<file path="src/rtl/mul_iter.sv">
// -----------------------------------------------------------------------------
// mul_iter -- iterative shift-and-add multiplier (one partial product per cycle)
//
// Implements the four RISC-V M multiply flavours on NUM-bit operands. Signed
// operands are converted to magnitudes on accept. NUM add/shift cycles build
// the unsigned 2*NUM-bit product. One extra cycle negates the product when the
// operand signs differ. The result is then held until the consumer takes it.
//
// Ports
//   clk        in   clock, all state updates on the rising edge
//   rst_n      in   asynchronous active-low reset
//   in_valid   in   request present on op/a/b
//   in_ready   out  block is idle and can accept a request
//   op[1:0]    in   00 MUL, 01 MULH (s x s), 10 MULHSU (s x u), 11 MULHU (u x u)
//   a[NUM-1:0] in   multiplicand (rs1)
//   b[NUM-1:0] in   multiplier (rs2)
//   out_valid  out  result valid
//   out_ready  in   consumer takes the result
//   result     out  low product half for MUL, high half otherwise; 0 when idle
//   busy       out  high whenever an operation is in flight
//
// Also contains cla_adder, the carry-lookahead adder used for the partial sums.
// -----------------------------------------------------------------------------

// cla_adder -- W-bit carry-lookahead adder, no carry in or out.
//   ST = "BK"     : Brent-Kung parallel-prefix carry network
//   ST = other    : "hybird" -- 4-bit lookahead groups, group carries rippled
module cla_adder #(
   parameter int    W  = 33,
   parameter string ST = "hybird"
) (
   input  logic [W-1:0] a,
   input  logic [W-1:0] b,
   output logic [W-1:0] sum
);

   // Brent-Kung: an up-sweep builds prefixes at bit 2^k-1 positions, then a
   // down-sweep fills in the remaining positions from those.
   function automatic logic [W-1:0] add_bk(input logic [W-1:0] x, input logic [W-1:0] y);
      logic [W-1:0] g;
      logic [W-1:0] p;
      logic [W-1:0] p0;
      g  = x & y;
      p  = x ^ y;
      p0 = p;
      for (int d = 1; d < W; d = d * 2) begin
         for (int i = 2 * d - 1; i < W; i = i + 2 * d) begin
            g[i] = g[i] | (p[i] & g[i-d]);
            p[i] = p[i] & p[i-d];
         end
      end
      for (int d = 1 << $clog2(W); d >= 1; d = d / 2) begin
         for (int i = 3 * d - 1; i < W; i = i + 2 * d) begin
            g[i] = g[i] | (p[i] & g[i-d]);
            p[i] = p[i] & p[i-d];
         end
      end
      // g[i] is now the carry out of bit i, i.e. the carry into bit i+1
      return p0 ^ {g[W-2:0], 1'b0};
   endfunction

   // Hybrid: every carry inside a 4-bit group is looked ahead from the group
   // carry-in; group carry-outs ripple into the next group.
   function automatic logic [W-1:0] add_hybrid(input logic [W-1:0] x, input logic [W-1:0] y);
      logic [W-1:0] g;
      logic [W-1:0] p;
      logic [W:0]   c;
      logic         gg;
      logic         gp;
      g    = x & y;
      p    = x ^ y;
      c    = '0;
      for (int s = 0; s < W; s = s + 4) begin
         gg = 1'b0;
         gp = 1'b1;
         for (int i = s; (i < s + 4) && (i < W); i++) begin
            gg     = g[i] | (p[i] & gg);
            gp     = gp & p[i];
            c[i+1] = gg | (gp & c[s]);
         end
      end
      return p ^ c[W-1:0];
   endfunction

   if (ST == "BK") begin : g_bk
      assign sum = add_bk(a, b);
   end else begin : g_hybrid
      assign sum = add_hybrid(a, b);
   end

endmodule

module mul_iter #(
   parameter int    NUM = 32,
   parameter string ST  = "hybird"
) (
   input  logic           clk,
   input  logic           rst_n,
   input  logic           in_valid,
   output logic           in_ready,
   input  logic [1:0]     op,
   input  logic [NUM-1:0] a,
   input  logic [NUM-1:0] b,
   output logic           out_valid,
   input  logic           out_ready,
   output logic [NUM-1:0] result,
   output logic           busy
);

   localparam int CW = $clog2(NUM + 1);

   typedef enum logic [1:0] {
      IDLE = 2'd0,
      CALC = 2'd1,
      FIX  = 2'd2,
      DONE = 2'd3
   } state_t;

   state_t         state_q, state_d;
   logic [1:0]     op_q,    op_d;
   logic           neg_q,   neg_d;
   logic [NUM-1:0] mcand_q, mcand_d;
   logic [NUM-1:0] hi_q,    hi_d;
   logic [NUM-1:0] lo_q,    lo_d;
   logic [CW-1:0]  count_q, count_d;

   logic           sa;
   logic           sb;
   logic [NUM:0]   add_a;
   logic [NUM:0]   add_b;
   logic [NUM:0]   sum;

   // Partial sum: the extra top bit keeps the carry, which shifts into hi.
   assign add_a = {1'b0, hi_q};
   assign add_b = lo_q[0] ? {1'b0, mcand_q} : '0;

   cla_adder #(
      .W  (NUM + 1),
      .ST (ST)
   ) u_add (
      .a   (add_a),
      .b   (add_b),
      .sum (sum)
   );

   // Operand signs only matter for the signed flavours: a for MULH/MULHSU,
   // b for MULH only.
   assign sa = a[NUM-1] & ((op == 2'b01) | (op == 2'b10));
   assign sb = b[NUM-1] & (op == 2'b01);

   // NOTE: every variable driven here gets its default first, so no path can
   // leave one unassigned and infer a latch.
   always_comb begin
      state_d = state_q;
      op_d    = op_q;
      neg_d   = neg_q;
      mcand_d = mcand_q;
      hi_d    = hi_q;
      lo_d    = lo_q;
      count_d = count_q;

      unique case (state_q)
         IDLE: begin
            if (in_valid) begin
               op_d    = op;
               neg_d   = sa ^ sb;
               // Negating the most negative value wraps to itself, which read
               // as unsigned is exactly its magnitude 2^(NUM-1).
               mcand_d = sa ? (~a + NUM'(1)) : a;
               lo_d    = sb ? (~b + NUM'(1)) : b;
               hi_d    = '0;
               count_d = '0;
               state_d = CALC;
            end
         end
         CALC: begin
            // {hi,lo} <= {sum,lo} >> 1: multiplier bits leave lo from the
            // bottom while product bits enter it from the top.
            hi_d    = sum[NUM:1];
            lo_d    = {sum[0], lo_q[NUM-1:1]};
            count_d = count_q + CW'(1);
            if (count_q == CW'(NUM - 1)) begin
               state_d = FIX;
            end
         end
         FIX: begin
            if (neg_q) begin
               {hi_d, lo_d} = ~{hi_q, lo_q} + (2 * NUM)'(1);
            end
            state_d = DONE;
         end
         DONE: begin
            if (out_ready) begin
               state_d = IDLE;
            end
         end
         default: state_d = IDLE;
      endcase
   end

   // NOTE: state registers use non-blocking assignments so every flop samples
   // the pre-edge value of every other flop.
   always_ff @(posedge clk or negedge rst_n) begin
      if (!rst_n) begin
         state_q <= IDLE;
         op_q    <= '0;
         neg_q   <= 1'b0;
         mcand_q <= '0;
         hi_q    <= '0;
         lo_q    <= '0;
         count_q <= '0;
      end else begin
         state_q <= state_d;
         op_q    <= op_d;
         neg_q   <= neg_d;
         mcand_q <= mcand_d;
         hi_q    <= hi_d;
         lo_q    <= lo_d;
         count_q <= count_d;
      end
   end

   assign in_ready  = (state_q == IDLE);
   assign busy      = (state_q != IDLE);
   assign out_valid = (state_q == DONE);
   assign result    = out_valid ? ((op_q == 2'b00) ? lo_q : hi_q) : '0;

endmodule

</file>
<file path="config.mk">
export PLATFORM = sky130hd
export DESIGN_NAME = mul_iter
export DESIGN_NICKNAME = d
export VERILOG_FILES = /design/src/rtl/mul_iter.sv
export SDC_FILE = /design/constraint.sdc
export NUM_CORES = 1
export LEC_CHECK = 0
export ABC_CLOCK_PERIOD_IN_PS = 4490
export CORE_MARGIN = 2
export CORE_UTILIZATION = 58
export DETAILED_ROUTE_END_ITERATION = 10
export PLACE_DENSITY = 0.85
export SYNTH_ARGS = -nofsm -noshare
export SYNTH_HDL_FRONTEND = slang
export SYNTH_SLANG_ARGS = --single-unit
</file>
<file path="constraint.sdc">
create_clock -name clk -period 4.49 [get_ports clk]
set_input_delay 0.898 -clock clk [delete_from_list [all_inputs] [get_ports clk]]
set_output_delay 0.898 -clock clk [all_outputs]
set_load 0.02 [all_outputs]
</file>
* Yosys cells after proc, flatten, opt, wreduce, memory -nomap -nowiden
Index checks and enable logic that the tools add are counted. Widths: inputs -> output; s select.
Storage, ports and cells: output and inout port bits 35, register bits 107, word-level logic and storage cells 182, input port bits 70
Cells by class: add/sub/neg operators 4, bitwise operators 135, multiplexer cells 17, equality and inequality tests 10, reduce and logical (&&, ||, !) cells 9
Operators by type and width (count):
- $mux 32 | 9
- $pmux 32 s3 | 2
- $and 1x1->1 | 75
- $add 32x1->32 const B | 2
- $add 64x1->64 const B | 1
- $not 32->32 | 2
- $not 64->64 | 1
- $or 1x1->1 | 53
- $xor 33x33->33 | 1
- $and 32x32->32 | 1
- $xor 32x32->32 | 1
- $pmux 6 s2 | 1
- $pmux 2 s4 | 1
- $add 6x1->6 const B | 1
- $eq 2x2->1 const B | 3
- $eq 6x5->1 const B | 1
- $mux 2 | 3
- $mux 6 | 1
- $ne 2x2->1 const B | 3
- $reduce_and 3->1 | 2
- $eq 2x1->1 const B | 2
- $logic_not 2->1 | 2
- $reduce_and 2->1 | 2
- $reduce_bool 2->1 | 2
- 3 further kinds | 3

* Logic depth before layout (Yosys ltp)
Gate-level depths: netlist of run 1.
depth in word-level cells 24, depth in mapped cells 19, mapped depth without buffers 17

* Modules after synthesis
A second synthesis of run 1 with hierarchy kept.
Unflattened totals: cell total of the unflattened synthesis 1338, area total of the unflattened synthesis 10294.9 um2
By module, submodules not included:
- mul_iter | cells an instance 1154, times used 1, area each 8805.9 um2, sequential area each 2677.6 um2
- cla_adder | cells an instance 184, times used 1, area each 1488.9 um2, sequential area each 0.0 um2

* Worst setup path before layout of run 1
OpenSTA, ideal clock, no wires.
path kind register to register, start reg lo_q[0], end reg hi_q[19], data required time 4354 ps, library setup time 136 ps, buffers on the path 2, stages on the path, launching flop included 17, path slack 518 ps, arrival time 3836 ps, clock period less this slack 3972 ps, cell sequence dfrtp_1 clkbuf_1 clkbuf_1 and2_1 ha_1 inv_1 fa_1 fa_1 fa_1 nor2b_1 o31ai_1 o21ai_0 a211oi_1 o21ai_0 fa_1 a22oi_1 o21ai_0
On the way: cells in the longest elaborated chain, start to end 18, elaborated cells on any way between the ends 58, those cells by class add/sub: 1; mux: 3; bitwise: 54
RTL lines:
- from (decl) | line 124 | logic [NUM-1:0] lo_q, lo_d;
- from (signal assigned) | line 218 | lo_q <= lo_d;
- $mux 32 | line 135 | assign add_b = lo_q[0] ? {1'b0, mcand_q} : '0;
- $xor 32x32->32 or $and 32x32->32 (tied branches) | line 71, 70
- $and 1x1->1 | line 77 | gg = g[i] | (p[i] & gg);
- $or 1x1->1 | line 77
- $and 1x1->1 | line 77
- $or 1x1->1 | line 77
- $and 1x1->1 | line 77
- $or 1x1->1 | line 77
- (+2 left out)
- $and 1x1->1 | line 79 | c[i+1] = gg | (gp & c[s]);
- $or 1x1->1 | line 79
- $and 1x1->1 | line 79
- $or 1x1->1 | line 79
- $and 1x1->1 | line 79
- $or 1x1->1 | line 79
- $xor 33x33->33 | line 82 | return p ^ c[W-1:0];
- $pmux 32 s3 (*) | line 162 | unique case (state_q)
- to (signal assigned) | line 217 | hi_q <= hi_d;
- to (decl) | line 123 | logic [NUM-1:0] hi_q, hi_d;
Every way passes the cells marked *; elsewhere a longest branch is shown, timed or not. The select of a mux whose other input is x is not followed. A chain may end at the register's enable or synchronous reset.

* Final worst setup path of run 1
start reg lo_q[0], end reg hi_q[27]
On the way: cells in the longest elaborated chain, start to end 22, elaborated cells on any way between the ends 80, those cells by class add/sub: 1; mux: 3; bitwise: 76
RTL lines (line):
- $mux 32 | 135
- $xor 32x32->32 or $and 32x32->32 (tied branches) | 71, 70
- $and 1x1->1 | 77
- $or 1x1->1 | 77
- $and 1x1->1 | 77
- $or 1x1->1 | 77
- $and 1x1->1 | 77
- $or 1x1->1 | 77
- (+6 left out)
- $and 1x1->1 | 79
- $or 1x1->1 | 79
- $and 1x1->1 | 79
- $or 1x1->1 | 79
- $and 1x1->1 | 79
- $or 1x1->1 | 79
- $xor 33x33->33 | 82
- $pmux 32 s3 (*) | 162
Marks and branches as above.

==> results by group, run 1 <==
Detailed routing
  – Drt wl/cell: 17.9 um
  – Routed wire length: 26.5 mm
  – ANT nets after route: 0
  – DR vias/cell: 6.30
  – Drt first pass iters: 5
  – Drt drc: 0
  – Initial drt markers: 1,215
  – Vias: 9,314

Worst setup path
  – WP data required: 4710 ps
  – Worst Path Max Fanout: 3
  – Critical-path top delay cell: fa_1
  – Worst path buffer plus inverter count: 1
  – Crit Path Class: reg2reg
  – Worst setup EP type: flop
  – Most used cell along the critical path: fa_1
  – Cell family with most CP delay: adder cells
  – Crit path cell chain: and2_1, ha_1, inv_1, fa_1, fa_1, fa_1, nor2b_1, o31ai_1, o21ai_0, a21oi_1, nor4_1, o21ai_0, nand2b_1, fa_1, nand2_1, o311ai_0
  – CP arrival: 4280 ps
  – Critical path startpoint category: flop
  – Slowest stage delay, CP: 420 ps

Worst hold path
  – Hold Path Class: reg2reg

STA
  – Slew Viols, Final: 0
  – RSZ-0062 raised after global routing: no
  – Crit share post-route: 0.903
  – Total Neg Setup Slack: 0 ps
  – Final setup fails: 0
  – Max_slew headroom: 0.276
  – Post-route setup slack: 434 ps
  – Clk_skew: 14.2 ps
  – Fmax: 0.247 GHz
  – Actual slew at the worst max-slew pin: 1090 ps
  – Final Hold Viols: 0
  – Min Tclk post-route: 4060 ps

Placed design
  – Port Buf Inserts: 104
  – Place WS: 396 ps
  – Routability Congestion: 0.904
  – Post-detail-place hpwl: 19.2 mm

Synthesis
  – Multiplexer share of the synthesized area: 0.00479
  – Share of the synthesized area in the top cell type: 0.293
  – Post-Synth Simple-Gate Area: 0.252
  – Largest family of logic cells by synthesized area: simple AND/OR/NAND/NOR gates
  – Syn nets: 1,317
  – Synthesized cell area: 9140 um2
  – Post-synth EDFFs: 0
  – FF+latch count, synth: 107
  – Synth Area in Adders: 0.0740
  – Ys flop type: dfrtp_1
  – FFs w/ async S/R, synth: 1.00
  – Avg Cell Area, Syn: 7.62 um2
  – XOR/XNOR Fraction of Synth Area: 0.0892
  – Seq/Total Area, Yosys: 0.293
  – Syn Inst Count: 1,199
  – Synth area leader: dfrtp_1
  – YS warnings: 0
  – Top post-synthesis cells by area: dfrtp_1 29%, nand2_1 7.9%, o21ai_0 7.2%
  – Post-synthesis compound-gate area fraction: 0.243
  – Synth unique cells: 62

Final layout
  – Filler cell count in the final layout: 1,267
  – Most frequent cells in the layout: 192 x nand2_1, 132 x o21ai_0, 107 x dfrtp_1
  – Layout cells sized above 1: 0.0473
  – Final nets: 1,381
  – Area of the multi-input gates: 6070 um2
  – Register Area: 2680 um2
  – Commonest non-fill, non-tap cell in the layout: nand2_1
  – Ant. Diodes: 0
  – Synthesis-to-layout area growth: 16.2%

GRT
  – Largest net degree at the start of global routing: 72
  – M1 GR Usage: 0.440
  – Vias in the first global route: 8,557
  – Routing usage on met3: 0.0690
  – GRT busiest layer: met2
  – Global Route Usage Sum: 0.320
  – Antenna violations before repair: 0
  – First-pass GRT wire length: 42.6 mm
  – Met2 Resource Use GR: 0.507
  – Global route overflow: 0

Die
  – Core area: 15,300 um2
  – Row cnt: 45
  – Die Wd: 130 um
  – Die Ht: 130 um
  – Initial Util: 0.596
  – Die area: 16,800 um2
  – I/O pin count: 105

Clocking
  – Clk buf depth: 2
  – Clk sink count: 107
  – Postcts setup bufs: 0
  – Post-CTS Hold Fix Bufs: 0
  – CTS tree: built
  – Clock Latency Late Sink: 370 ps
  – CTS H-Tree Depth: 3
  – CTS clk-pin slew, worst paths: 80 ps
  – Num CTS Buffers: 9
  – CTS resizes: 0
  – Clock Tree Root: clkbuf_16

Pwr
  – Final Total Pwr: 6.67 mW
  – Clock power share: 0.119
  – P_int: 3.30 mW
  – Lkg Pwr: 4.31 nW
  – Net Sw Frac: 0.506
  – Max IR drop VDD: 0.558 mV
  – NetSw: 3.38 mW
  – Logic pwr share: 0.594
  – Sequential power share: 0.287
  – Power Density: 629 nW/um2

Flow run
  – Max Cap Viol: 0

Status
  – Status: finished clean
routing by layer:
metal  share of wire  vias to the layer above
met5               0                        -
met4           0.022                        0
met3            0.10                       70
met2            0.46                      515
met1            0.41                     4333
li1                -                     4396
layout make-up:
type / instances / area share
Clock buffer: 10 / 0.0225
Timing Repair Buffer: 123 / 0.112
Multi-Input combinational cell: 988 / 0.572
Inverter: 34 / 0.0120
Sequential cell: 107 / 0.252
Tap cell: 211 / 0.0249
Clock inverter: 6 / 0.00413
sequential cells by signal, summed over array words and instances (netlist names):
register  count
op_q          2
count_q       6
lo_q         32
state_q       2
mcand_q      32
hi_q         32
neg_q         1
synthesized netlist by cell type (3+ instances only):
cell        n
nand2_1   193
o21ai_0   132
dfrtp_1   107
a21oi_1    96
nor2_1     88
clkbuf_1   62
xnor2_1    51
nor3_1     45
xor2_1     42
ha_1       38
inv_1      34
a21boi_0   33
and2_1     32
or3_1      23
nand3_1    22
nor4_1     17
a221oi_1   15
nand2b_1   14
a22oi_1    12
a21o_1     10
fa_1       10
o31ai_1     9
a31oi_1     8
nand4_1     7
o22ai_1     7
or4_1       7
o211ai_1    6
o311ai_0    6
buf_1       5
o41ai_1     5
nor2b_1     4
nor3_2      4
o221ai_1    4
a211oi_1    3
a22o_1      3
and3_1      3
mux2_2      3
o21a_1      3
o31a_1      3
or2_2       3
power by group through the flow:
stage	Combinational, mW	Clock (mW)	Sequential (mW)
after floorplan	2.85	0	1.67
after CTS	3.88	0.795	1.89
final	3.97	0.791	1.91
after global routing	4.35	0.829	1.97
after detailed placement	3.87	0	1.91
after global placement	3.75	0	1.89
logic make-up after synthesis:
logic type      Yosys count
mux                       4
flops                   107
xor+xnor                 93
fa+ha+maj                48
buf+inv                 104
compound gates          366
simple gates            477
worst register-to-register path, delay by kind of cell, from the launching register on:
| kind | cells | cell delay [ps] |
|---|---|---|
| compound gates | 5 | 1020 |
| fa+ha+maj | 5 | 1740 |
| buf+inv | 1 | 50 |
| flops | 1 | 360 |
| simple gates | 5 | 730 |
path summary, 6_finish.rpt:
kind                                        startpoint  cells after the start                      end  slack, ps
worst max-delay path               lo_q[0]$_DFFE_PN0P_                     16     hi_q[27]$_DFFE_PN0P_        430
worst min-delay path            mcand_q[0]$_DFFE_PN0P_                      2   mcand_q[0]$_DFFE_PN0P_        480
worst max register to register     lo_q[0]$_DFFE_PN0P_                     16     hi_q[27]$_DFFE_PN0P_        430
worst min register to register  mcand_q[0]$_DFFE_PN0P_                      2   mcand_q[0]$_DFFE_PN0P_        480
max in group asynchronous                        rst_n                      2   mcand_q[7]$_DFFE_PN0P_       2970
min in group asynchronous                        rst_n                      1  mcand_q[26]$_DFFE_PN0P_        670
metrics by stage:
step / instance area [um2] / util / hold WS [ps] / cells
2_1_floorplan: 9140 / - / 442 / 1199
3_3_place_gp: 10300 / 0.675 / 456 / 1463
3_5_place_dp: 10300 / 0.675 / 464 / 1463
4_1_cts: 10600 / 0.693 / 482 / 1479
5_1_grt: 10600 / 0.693 / 506 / 1479
6_report: 10600 / 0.693 / 479 / 1479
(Power assumes the default switching activity.)
==> run 2: changes to the inputs <==
--- a/config.mk
+++ b/config.mk
@@ -6,10 +6,10 @@
 export NUM_CORES = 1
 export LEC_CHECK = 0
 export ABC_CLOCK_PERIOD_IN_PS = 4490
-export CORE_MARGIN = 2
-export CORE_UTILIZATION = 58
+export CORE_MARGIN = 1
+export CORE_UTILIZATION = 30
 export DETAILED_ROUTE_END_ITERATION = 10
-export PLACE_DENSITY = 0.85
+export PLACE_DENSITY = 0.51
 export SYNTH_ARGS = -nofsm -noshare
 export SYNTH_HDL_FRONTEND = slang
 export SYNTH_SLANG_ARGS = --single-unit
==> run 2 against run 1 <==
Effect of this change:
- critical path depth down 1
- clock skew down 3.3 ps
- non-clock buffer count up 3
- die area up 86%
- hold slack about the same
- largest cell class unchanged
- setup slack better by 120 ps
- count of clock-buffer cells in the layout down 1
- register-to-register slack better by 120 ps
- global-route usage down 13 points
- sequential share of layout area down 0.58 points
- total power up 0.69%
- critical path type unchanged
==> results by group, run 2 (synthesis gave the netlist of run 1 again) <==
Status
  – Status: finished clean

Final layout
  – Top Registers: hi_q (32), lo_q (32), mcand_q (32)
  – Ant. Diodes: 0 (unchanged)
  – Most frequent cells in the layout: 192 x nand2_1, 131 x o21ai_0, 107 x dfrtp_1
  – Commonest non-fill, non-tap cell in the layout: nand2_1
  – Layout cells sized above 1: 0.0504 (+0.00304)
  – Final nets: 1,384 (+0.22%)
  – Util after Layout: 0.365 (-0.328)
  – Filler cell count in the final layout: 3,170 (+150%)
  – Final instance area: 10,900 um2 (+2.4%)
  – Non-Filler Instances: 1,661 (+12%)
  – Synthesis-to-layout area growth: 18.9%

Worst setup path
  – Crit Path Class: reg2reg
  – Worst Path Max Fanout: 19 (+16)
  – Critical path startpoint category: flop
  – CP arrival: 4170 ps (-110 ps)
  – WP data required: 4720 ps (about the same)
  – Worst reg2reg path depth: 15 (-1)
  – Reg-to-reg critical path startpoint: lo_q[0]$_DFFE_PN0P_
  – Worst R2R Setup Slack: 550 ps (+120 ps)
  – Reg2reg end: hi_q[27]$_DFFE_PN0P_
  – Worst setup EP type: flop

GRT
  – Largest net degree at the start of global routing: 68 (-5.6%)
  – First-pass GRT wire length: 47.3 mm (+11%)
  – Global route overflow: 0 (unchanged)
  – Global Route Usage Sum: 0.195 (-0.125)
  – Vias in the first global route: 8,365 (-2.2%)
  – Antenna violations before repair: 0 (unchanged)

Pwr
  – Power Density: 619 nW/um2 (-1.6%)
  – Max IR drop VDD: 0.389 mV (-30%)
  – Lkg Pwr: 4.32 nW (+0.30%)
  – Final Total Pwr: 6.72 mW (+0.69%)

Detailed routing
  – Vias: 8,869 (-4.8%)
  – Routed wire length: 30.1 mm (+14%)
  – Initial drt markers: 587 (-52%)
  – Drt wl/cell: 18.1 um (+1.2%)
  – DR vias/cell: 5.34 (-15%)
  – Drt drc: 0 (unchanged)
  – ANT nets after route: 0 (unchanged)
  – Drt first pass iters: 5 (unchanged)

Die
  – Die area: 31,200 um2 (+86%)
  – Initial Util: 0.307 (-0.290)
  – I/O pin count: 105 (unchanged)
  – Die Ht: 177 um (+36%)
  – Die Wd: 177 um (+36%)
  – Core area: 29,800 um2 (+95%)
  – Row cnt: 63 (+40%)

Placed design
  – Placed insts: 1,645 (+12%)
  – Port Buf Inserts: 104 (unchanged)
  – Place WS: 422 ps (+26.2 ps)
  – Routability Congestion: 0.832 (-8.0%)
  – Post-detail-place hpwl: 22.3 mm (+16%)
  – Placed cell area: 10,600 um2 (+2.4%)

STA
  – RSZ-0062 raised after global routing: no
  – Actual slew at the worst max-slew pin: 1100 ps (+17.7 ps)
  – Final setup fails: 0 (unchanged)
  – Post-route setup slack: 549 ps (+116 ps)
  – Clk_skew: 10.8 ps (-3.33 ps)
  – Crit share post-route: 0.878 (-0.0257)
  – Total Neg Setup Slack: 0 ps (unchanged)
  – Hold slack final: 479 ps (+0.323 ps)
  – Max_slew headroom: 0.264 (-0.0118)
  – Slew Viols, Final: 0 (unchanged)
  – Min Tclk post-route: 3940 ps (-116 ps)
  – Final Hold Viols: 0 (unchanged)
  – Fmax: 0.254 GHz (+2.9%)

Clocking
  – Clock Latency Late Sink: 370 ps (about the same)
  – Clock Tree Root: clkbuf_16
  – Post-CTS Hold Fix Bufs: 0 (unchanged)
  – Num CTS Buffers: 9 (unchanged)
  – CTS clk-pin slew, worst paths: 80 ps (about the same)
  – CTS H-Tree Depth: 3 (unchanged)
  – Clk buf depth: 2 (unchanged)
  – CTS tree: built
  – Clk sink count: 107 (unchanged)

Worst hold path
  – Hold Crit Endpoint: mcand_q[11]$_DFFE_PN0P_
  – Hold depth: 2 (unchanged)
  – HP Start: mcand_q[11]$_DFFE_PN0P_
  – Hold Path Class: reg2reg

Flow run
  – Max Cap Viol: 0 (unchanged)
## run 2: cell count changes in the layout (fill, tap and decap cells not counted)
cell,before,now
buf_4,19,22
clkinv_4,0,3
clkinv_2,3,1
clkbuf_8,1,0
o21ai_0,132,131
o21ai_1,0,1
or3_1,23,22
or3_2,0,1
## run 2: worst max-delay path, cell delays in order, from the launching register on
cell	delay [ps]
dfrtp_1	370
buf_4	210
nand2_1	110
fa_1	440
fa_1	400
fa_1	420
nor2b_1	220
o31ai_1	110
o21ai_1	280
a21oi_1	180
nor4_1	200
o21ai_0	170
nand2b_1	120
fa_1	400
nand2_1	60
o311ai_0	120
## run 2: cell type report
class                   instances  area [um2]  area share
clock buffers                   9         225      0.0207
repair buffers                126        1220       0.112
inverters                      34         128      0.0117
multi-input cells             988        6070       0.559
clock inverters                 7        60.1     0.00553
well taps                     390         488      0.0449
flip-flops and latches        107        2680       0.246
## run 2: how the worst max path moves through the flow
stage | slack, ps | depth (start not counted) | endpoint | start
2_1_floorplan | 520 | 16 | hi_q[19]$_DFFE_PN0P_ | lo_q[0]$_DFFE_PN0P_
3_3_place_gp | 520 | 15 | hi_q[27]$_DFFE_PN0P_ | lo_q[0]$_DFFE_PN0P_
3_5_place_dp | 420 | 13 | hi_q[19]$_DFFE_PN0P_ | lo_q[0]$_DFFE_PN0P_
4_1_cts | 370 | 13 | hi_q[19]$_DFFE_PN0P_ | lo_q[0]$_DFFE_PN0P_
5_1_grt | 150 | 13 | hi_q[19]$_DFFE_PN0P_ | lo_q[0]$_DFFE_PN0P_
6_report | 550 | 15 | hi_q[27]$_DFFE_PN0P_ | lo_q[0]$_DFFE_PN0P_
## run 2: report_power, final
group | leakage, nW | internal (mW) | switching (mW)
Combinational | 2.83 | 1.51 | 2.47
Sequential | 1.35 | 1.38 | 0.554
Clock | 0.142 | 0.388 | 0.419
Total | 4.32 | 3.28 | 3.44
## run 2: layer usage
layer	vias to the layer above	part of all wire	global-route usage
met5	-	0	0
met4	0	0.0090	0.0356
met3	15	0.050	0.0267
met2	243	0.45	0.302
met1	4209	0.50	0.287
li1	4402	-	-
## run 2: what timing repair did
item / 4_1_cts / 5_1_grt
endpoints found under the setup margin: 0 / 2
resized for setup: 0 / 1
buffers inserted: 0 / 0
==> run 3: changes to the inputs <==
--- a/config.mk
+++ b/config.mk
@@ -8,6 +8,8 @@
 export ABC_CLOCK_PERIOD_IN_PS = 4490
 export CORE_MARGIN = 1
 export CORE_UTILIZATION = 30
+export CTS_BUF_LIST = sky130_fd_sc_hd__clkbuf_4 sky130_fd_sc_hd__clkbuf_8 sky130_fd_sc_hd__clkbuf_16
+export CTS_CLUSTER_DIAMETER = 150
 export DETAILED_ROUTE_END_ITERATION = 10
 export PLACE_DENSITY = 0.51
 export SYNTH_ARGS = -nofsm -noshare
==> results of run 3 <==
No change in the layout: final DEF, timing and power equal those of run 2.
